$ cat src/rtl/jk_pkg.sv
// jk_pkg: JK action encoding and excitation helper shared by the JK counter blocks
package jk_pkg;
  typedef enum logic [1:0] {
    JK_HOLD   = 2'b00,
    JK_RESET  = 2'b01,
    JK_SET    = 2'b10,
    JK_TOGGLE = 2'b11
  } jk_act_e;
  function automatic jk_act_e jk_excite(input logic cur, input logic nxt);
    return jk_act_e'({nxt & ~cur, ~nxt & cur});
  endfunction
endpackage

$ cat src/rtl/jk_cell.sv
// jk_cell: single-bit JK flip-flop with asynchronous active-low reset
module jk_cell
  import jk_pkg::*;
(
  input  logic clk,
  input  logic rst_n,
  input  logic i_j,
  input  logic i_k,
  output logic o_q,
  output logic o_q_bar
);
  jk_act_e w_act;
  logic r_q;
  assign w_act = jk_act_e'({i_j, i_k});
  always_ff @(posedge clk or negedge rst_n)
    if (!rst_n) r_q <= 1'b0;
    else r_q <= w_act == JK_SET ? 1'b1 : w_act == JK_RESET ? 1'b0 : w_act == JK_TOGGLE ? ~r_q : r_q;
  assign o_q = r_q;
  assign o_q_bar = ~r_q;
endmodule

$ cat src/rtl/jk_mod_counter.sv
// jk_mod_counter: modulo-MODULUS counter built from JK cells with cascadable terminal count
// Define JK_CNT_UPDOWN_EN for up/down counting; otherwise the counter counts up only.
module jk_mod_counter
  import jk_pkg::*;
#(
  parameter int WIDTH   = 4,
  parameter int MODULUS = 10
) (
  input  logic             clk,
  input  logic             rst_n,
  input  logic             en,
  input  logic             up,
  input  logic             load,
  input  logic [WIDTH-1:0] load_val,
  output logic [WIDTH-1:0] count,
  output logic             tc
);
  localparam logic [WIDTH-1:0] MAX = WIDTH'(MODULUS - 1);
  logic [WIDTH-1:0] w_next, w_step, w_load, w_j, w_k;
  logic w_at_end;
  assign w_load = load_val > MAX ? MAX : load_val;
`ifdef JK_CNT_UPDOWN_EN
  assign w_at_end = up ? count == MAX : count == '0;
  assign w_step = up ? (count == MAX ? '0 : count + WIDTH'(1))
                     : (count == '0 ? MAX : count - WIDTH'(1));
`else
  logic w_unused_up;
  assign w_unused_up = up;
  assign w_at_end = count == MAX;
  assign w_step = count == MAX ? '0 : count + WIDTH'(1);
`endif
  assign w_next = load ? w_load : en ? w_step : count;
  assign tc = en & ~load & w_at_end;
  // holding is simply J=K=0 on every cell, since w_next equals count
  for (genvar i = 0; i < WIDTH; i++) begin : g_bit
    assign {w_j[i], w_k[i]} = jk_excite(count[i], w_next[i]);
    jk_cell u_cell (
      .clk    (clk),
      .rst_n  (rst_n),
      .i_j    (w_j[i]),
      .i_k    (w_k[i]),
      .o_q    (count[i]),
      .o_q_bar()
    );
  end
endmodule

$ cat config.mk
export PLATFORM = sky130hd
export DESIGN_NAME = jk_mod_counter
export DESIGN_NICKNAME = d
export VERILOG_FILES = /design/src/rtl/jk_pkg.sv /design/src/rtl/jk_cell.sv /design/src/rtl/jk_mod_counter.sv
export SDC_FILE = /design/constraint.sdc
export NUM_CORES = 1
export LEC_CHECK = 0
export CAP_MARGIN = 20
export CELL_PAD_IN_SITES_DETAIL_PLACEMENT = 0
export CELL_PAD_IN_SITES_GLOBAL_PLACEMENT = 2
export CORE_ASPECT_RATIO = 1.1
export CORE_UTILIZATION = 26
export CTS_CLUSTER_DIAMETER = 40
export DETAILED_ROUTE_END_ITERATION = 10
export PLACE_DENSITY_LB_ADDON = 0.1
export SLEW_MARGIN = 30
export SYNTH_ARGS = -nofsm -noshare
export SYNTH_HDL_FRONTEND = slang
export SYNTH_SLANG_ARGS = --single-unit
$ cat constraint.sdc
create_clock -name clk -period 2.12 [get_ports clk]
set_input_delay 0.636 -clock clk [delete_from_list [all_inputs] [get_ports clk]]
set_output_delay 0.636 -clock clk [all_outputs]
set_load 0.005 [all_outputs]
# After elaboration in Yosys (flattened, before gate mapping)
# Cells that the tools add are included.
[op_classes]
div = 0
bitwise_logic = 19
mul = 0
n_lt_le_gt_ge = 1
n_reduce_logical = 4
eq_ne = 13
add_sub_neg = 1
muxes = 16
n_shift = 0
[ops]
columns = ["cell", "n"]
rows = [
  ["2-bit == test, second input constant", 8],
  ["4-bit 2-to-1 mux", 4],
  ["1-bit 2-to-1 mux", 12],
  ["3-bit nonzero test", 4],
  ["1-bit bitwise AND", 10],
  ["1-bit NOT", 9],
  ["2-bit by 1-bit == test with 1-bit output, second input constant", 4],
  ["4-bit by 1-bit adder with 4-bit output, second input constant", 1],
  ["4-bit == test, second input constant", 1],
  ["4-bit > comparator, second input constant", 1],
]
[word_totals]
mem_bits_ro = 0
regBits = 4
ramBits = 0
mem_count = 0
latch_bits = 0
out_inout_bits = 5

# Logic depth before layout (Yosys ltp)
# Gate-level depths: netlist of run 1.
[depth]
depth_word = 10
mapped_depth = 9

# Modules after synthesis
# A second synthesis of run 1 with hierarchy kept.
[hier_totals]
hier_cells = 42
area_unflattened_um2 = 304.0
[modules_own_cells]
columns = ["mod", "n_inst", "area_each_um2", "seq_area_each_um2", "cells_each"]
rows = [
  ["jk_mod_counter", 1, 153.9, 0.0, 26],
  ["jk_cell", 4, 37.5, 25.0, 4],
]

# Worst setup path before layout of run 1
# No wires, ideal clock.
[synth_path]
path_kind = "register -> register"
startpoint = "register g_bit[1].u_cell.r_q"
endpoint = "register g_bit[0].u_cell.r_q"
setup_slack_ns = 0.237
path_stages_with_launch = 9
t_arrival_ns = 1.758
required_time_ns = 1.996
synth_period_minus_slack_ns = 1.883
setup_time_ns = 0.124
path_cell_list = "dfrtp_1 -> inv_1 -> ha_1 -> nand3b_1 -> and3_1 -> o31a_1 -> ha_1 -> nor3_1 -> a21oi_1"
[synth_between]
elab_chain_len = 9
[synth_rtl]
columns = ["item", "line", "source"]
rows = [
  ["start: declaration", "jk_cell.sv:13", "logic r_q;"],
  ["start signal: assignment", "jk_cell.sv:17", "else r_q <= w_act == JK_SET ? 1'b1 : w_act == JK_RESET ? 1'b0 : w_act == JK_TOGGLE ? ~r_q : r_q;"],
  ["4-bit == test *", "jk_mod_counter.sv:30", "assign w_step = count == MAX ? '0 : count + WIDTH'(1);"],
  ["4-bit 2-to-1 mux *", "jk_mod_counter.sv:30", ""],
  ["4-bit 2-to-1 mux * (2 in series)", "jk_mod_counter.sv:32", "assign w_next = load ? w_load : en ? w_step : count;"],
  ["1-bit NOT", "jk_pkg.sv:10", "return jk_act_e'({nxt & ~cur, ~nxt & cur});"],
  ["1-bit bitwise AND", "jk_pkg.sv:10", ""],
  ["2-bit by 1-bit == test with 1-bit output", "jk_cell.sv:17", ""],
  ["1-bit 2-to-1 mux (2 in series)", "jk_cell.sv:17", ""],
  ["end signal: assignment", "jk_cell.sv:17", ""],
  ["end: declaration", "jk_cell.sv:13", ""],
]
# Mark *: on every way between the ends. The rest lies on a longest branch, timed or not.
# A chain may end at the register's enable or synchronous reset.

# Worst setup path after layout of run 1
# Ends and elaborated chain as after synthesis.

==> results of run 1 <==
[layout make-up]
class                           count  share of cell area [%]
Sequential cell                     4                   13.49
Tap cell                           18                   3.035
Multi-Input combinational cell     48                   49.92
Timing Repair Buffer               24                   27.99
Clock buffer                        3                   3.035
Inverter                            5                   2.530
[metal layers]
layer	vias to the layer above	global-route usage [%]	share of wire, %	wire length (um)
met2	11	18.63	47	512
met4	0	9.091	1.5	16
met1	234	14.71	49	540
met3	2	2.239	2.9	32
met5	-	0	0	0
li1	267	-	-	-
[worst max-delay path, cell delays in order, from the launching register on]
cell and delay, ns:
dfrtp_1 0.37, inv_1 0.08, ha_2 0.18, nand3b_1 0.13, buf_4 0.17, and3_1 0.18, o31a_1 0.24, ha_1 0.30
nor3_2 0.17, a21oi_1 0.07
[cells by family (layout without fill, tap and decap cells)]
| kind of cell | count (synthesis) | count (layout) | share of synthesized area (%) |
|---|---|---|---|
| compound gates | 20 | 20 | 25.93 |
| simple gates | 18 | 18 | 19.01 |
| buf+inv | 10 | 32 | 10.62 |
| fa+ha+maj | 10 | 10 | 24.69 |
| flops | 4 | 4 | 19.75 |
[path summary, 6_finish.rpt]
| path | end | slack, ns | cells past startpoint |
|---|---|---|---|
| setup / recovery | g_bit[0].u_cell.o_q | 0.10 | 9 |
| hold / removal | g_bit[0].u_cell.o_q | 0.61 | 1 |
| setup reg to reg | g_bit[0].u_cell.o_q | 0.10 | 9 |
| hold reg to reg | g_bit[1].u_cell.o_q | 0.67 | 3 |
| max in group asynchronous | g_bit[2].u_cell.o_q | 1.34 | 1 |
| min in group clk | g_bit[1].u_cell.o_q | 0.67 | 3 |
[report_power, final]
part | leakage, nW | internal (mW) | total [mW] | switching, mW
clock network | 0.0138 | 0.0633 | 0.0936 | 0.0303
registers | 0.0451 | 0.120 | 0.142 | 0.0221
logic | 0.292 | 0.348 | 0.655 | 0.307
[per-stage QoR]
step                      instance area [um2]  setup WS, ns
after floorplan                         506.7        0.2374
after global placement                  704.4       -0.3231
after detailed placement                704.4       -0.3111
after CTS                               739.5       0.02887
after global routing                    742.0      0.007935
final                                   742.0        0.1044
[placed cells by master, fill, tap and decap left out, drive strengths merged, types with 2 or more instances in the layout]
cell type      netlist  layout
o21ai                4       4
nand3b               2       2
a22oi                2       2
nor2                 5       5
clkbuf               0       4
a21oi                6       6
a22o                 2       2
inv                  5       5
nand2                2       2
buf                  5      12
ha                  10      10
nor3                 4       4
dfrtp                4       4
clkdlybuf4s50        0      10
[what timing repair did]
item / in CTS / in global routing
gates cloned: 0 / 0
resized for setup: 6 / 3
setup endpoints to repair: 4 / 2
pin swaps: 3 / 3
setup buffers: 0 / 0
==> metrics.txt, run 1 <==
layout cell share with drive strength beyond 1=23.81%; HP Class=in2async; n_diodes=0; Hold Buf Count CTS=0; clock slew at reported path FFs=0.04 ns; Seq/Total Area, Yosys=19.75%; Die Area=0.002130 mm2; WS Path Type=reg2reg; status=finished, final reports clean; initial DRC count=4; top-count cell post-synth=ha_1; CTS tree=built; RSZ-0062 raised after global routing=false; number of flip-flops in the largest register=4; fin cells=102; initial antenna violation count=0; CP arrival=2.13 ns; placed insts=99; Via-to-Cell Ratio=5.039; crit end category=flip-flop; worst vdd ir=0.5240 mV; Buffers on Ports=12; Syn. warnings=0; num ports=14; Post-Syn Area per Cell=8.173 um2; Synth top cells by count=ha_1 (10), a21oi_1 (6), inv_1 (5), nor2_1 (5); top-area cell type share of the netlist area=24.69%; drt first pass iters=4; drt total wl=1101 um; pins over their slew limit=0; largest net degree at the start of global routing=13; clk_lat worst skew=0.23 ns; vias in the first global route=465; GPL Wtd Cong=0.6353; Final Cycle Share=95.08%; worst hold slack=0.6080 ns; FILL cells=203; Lkg Pwr=0.3514 nW; via count=514; relative slew slack=86.70%; Register Area=100.1 um2; GRT Total Usage=12.20%; cts bufs inserted=3; Netlist Area Pre-Place=506.7 um2; setup TNS=0 ns; wire per inst=10.79 um; dpl hpwl=900.5 um; Net Count, Synth=81; Net count, final=105; Top FF cell, synth=dfrtp_1; die width=44.09 um; overall power=0.8911 mW; pwr/cell area=1201 mW/mm2; H-tree Lvls=1; Slew @ Worst Pin=0.1978 ns; Die H=48.30 um; CP startpoint=g_bit[1].u_cell.o_q; first-pass GRT wire length=1918 um; Site Rows=16; Hold Vio Cnt, Final=0; Initial Util=28.13%; DRC Markers=0; clk buf depth=2; crit path launch type=flip-flop; clock tree sinks=4; max cap viols=0; Synth cell types=25; clock period minus worst slack=2.016 ns; #FFs+latches synth=4; root buffer cell=clkbuf_4; worst r2r src=g_bit[1].u_cell.o_q; Synth area leader=ha_1; top cells by area, synth=ha_1 (25%), dfrtp_1 (20%), a21oi_1 (5.9%); Synth Instances=62; ANT nets after route=0; Post-synth EDFFs=0; final number of setup-violating endpoints=0; Layout Skew=0.002577 ns; Req. time, crit path=2.23 ns; final core utilization=41.18%; synth-to-layout area growth=46.42%; total core area=0.001802 mm2; worst-path fanout max=2; Fmax=0.4961 GHz; fraction of registers with async set/reset=100.0%; grt ovf=0; area of the multi-input gates=370.4 um2
Note: power is estimated with default switching activity, not from simulation.
==> run 2, diff against run 1 <==
==> constraint.sdc (replaced) <==
create_clock -name clk -period 2.12 [get_ports clk]
set_input_delay 0.424 -clock clk [delete_from_list [all_inputs] [get_ports clk]]
set_output_delay 0.424 -clock clk [all_outputs]
set_load 0.005 [all_outputs]
==> run 2 against run 1 <==
Global-route usage grew 1.4 points. Via count up 0.39%. Critical path type unchanged. Fmax is 3.7% higher. Highest routed layer unchanged. Largest cell class unchanged.
==> metrics.txt, run 2 (same netlist as run 1, synthesis figures left out) <==
status=finished, final reports clean; Via-to-Cell Ratio=5.212 (+3.4%); Req. time, crit path=2.24 ns (about the same); GRT Total Usage=13.56% (+1.4 points); relative slew slack=85.47% (-1.2 points); Buffers on Ports=12 (unchanged); H-tree Lvls=1 (unchanged); worst r2r src=g_bit[1].u_cell.o_q; met2 GRT Util=20.34% (+1.7 points); clock period minus worst slack=1.944 ns (-0.07156 ns); Site Rows=16 (unchanged); Layout Skew=0.004002 ns (+0.001425 ns); initial antenna violation count=0 (unchanged); sw frac=41.77% (+1.4 points); Fmax=0.5144 GHz (+3.7%); n_diodes=0 (unchanged); synth-to-layout area growth=41.23%; num ports=14 (unchanged); Post-Place Cell Area=681.9 um2 (-3.2%); Slew @ Worst Pin=0.2162 ns (+0.01842 ns); vias in the first global route=479 (+3.0%); Sequential Power Share=16.1% (+0.2 points); M1 GR Usage=15.94% (+1.2 points); clk_lat worst skew=0.24 ns (about the same); grt ovf=0 (unchanged); reg-to-reg slack, setup=0.18 ns (+0.07 ns); sw power=0.3685 mW (+2.4%); die width=44.09 um (unchanged); first-pass GRT wire length=2014 um (+5.0%); layout cell share with drive strength beyond 1=18.52% (-5.3 points); postcts setup bufs=0 (unchanged); Die Area=0.002130 mm2 (unchanged); crit end category=flip-flop; commonest non-fill, non-tap cells in the layout=clkdlybuf4s50_1 (11), ha_1 (9), buf_4 (9); met3 Use GR=2.239% (unchanged); R2R depth=8 (-1); GPL Wtd Cong=0.6508 (+2.4%); Net count, final=102 (-2.9%); clock power share=11.2% (+0.7 points); ANT nets after route=0 (unchanged); worst-path fanout max=3 (+1); WS Path Type=reg2reg; dpl hpwl=937.4 um (+4.1%); wire per inst=11.95 um (+11%); internal power=0.5136 mW (-3.3%); number of flip-flops in the largest register=4 (unchanged); CP arrival=2.07 ns (-0.06 ns); HP Class=in2async; root buffer cell=clkbuf_4; max cap viols=0 (unchanged); initial DRC count=13 (+9); pins over their slew limit=0 (unchanged); Hold Vio Cnt, Final=0 (unchanged); Final Cycle Share=91.70% (-3.4 points); final instance area=715.7 um2 (-3.5%); Die H=48.30 um (unchanged); Lkg Pwr=0.3380 nW (-3.8%); total core area=0.001802 mm2 (unchanged); CP startpoint=g_bit[1].u_cell.o_q; worst vdd ir=0.4287 mV (-18%); clock slew at reported path FFs=0.04 ns (about the same); cts bufs inserted=3 (unchanged); most common cell after layout, fill and taps aside=clkdlybuf4s50_1; worst hold slack=0.3857 ns (-0.2224 ns); DRC Markers=0 (unchanged); CTS tree=built; R2R Path End=g_bit[0].u_cell.o_q; Most Crowded Layer GR=met2; clock tree sinks=4 (unchanged); crit path launch type=flip-flop; RSZ-0062 raised after global routing=false; final number of setup-violating endpoints=0 (unchanged); CP Capture Point=g_bit[0].u_cell.o_q; via count=516 (+0.39%); drt first pass iters=4 (unchanged); final core utilization=39.72% (-1.5 points); Logic pwr share=72.7% (-0.8 points); pwr/cell area=1233 mW/mm2 (+2.6%); pre-CTS setup slack=-0.1026 ns (+0.2085 ns); Initial Util=28.13% (unchanged); clk buf depth=2 (unchanged); largest net degree at the start of global routing=9 (-4); drt total wl=1183 um (+7.4%); setup ws final=0.1759 ns (+0.07156 ns)
run 2: changes by cell type in the layout (fill, tap and decap cells not counted), sizes merged:
cell / delta
clkdlybuf4s50: +1
buf: -3
clkbuf: -1
run 2: repair_timing:
item / CTS / global route
hold buffers: 0 / 0
pin swaps: 2 / 1
hold endpoints to repair: 0 / 0
endpoints found under the setup margin: 1 / 1
gates resized for setup: 3 / 1
run 2: cell type report:
class | instances | area (um2)
fillers | 204 | 1086
multi-input cells | 48 | 365.4
repair buffers | 21 | 186.4
flip-flops and latches | 4 | 100.1
clock buffers | 3 | 22.52
well taps | 18 | 22.52
inverters | 5 | 18.77
run 2: worst min-delay path by stage:
stage	from	to	slack, ns
2_1_floorplan	rst_n	g_bit[0].u_cell.o_q	0.13
3_3_place_gp	rst_n	g_bit[3].u_cell.o_q	0.64
3_5_place_dp	rst_n	g_bit[2].u_cell.o_q	0.65
4_1_cts	rst_n	g_bit[2].u_cell.o_q	0.39
5_1_grt	rst_n	g_bit[2].u_cell.o_q	0.40
6_report	rst_n	g_bit[2].u_cell.o_q	0.39
run 2: metal layers:
metal  vias to the layer above  wire length, um
met3                         5               39
met1                       234              555
met2                        14              536
met5                         -                0
li1                        263                -
met4                         0               51
run 2: power by group through the flow:
stage	registers (mW)	logic, mW	clock network [mW]
3_3_place_gp	0.140	0.620	0
4_1_cts	0.141	0.644	0.101
5_1_grt	0.146	0.750	0.108
6_report	0.142	0.641	0.0988
2_1_floorplan	0.180	0.374	0
3_5_place_dp	0.142	0.635	0
run 2: per-stage QoR:
stage          cells  setup TNS (ns)  power [mW]
5_1_grt           99               0       1.004
4_1_cts           99               0      0.8858
3_5_place_dp      96         -0.1917      0.7769
3_3_place_gp      96         -0.1127      0.7603
6_report          99               0      0.8821
2_1_floorplan     62               0      0.5535
run 2: critical path: stages (launching register included):
cell      delay (ns)
dfrtp_1         0.37
inv_1           0.08
ha_2            0.19
nand3b_1        0.15
and3_1          0.24
o31a_1          0.28
ha_1            0.30
nor3_2          0.15
a21oi_1         0.06
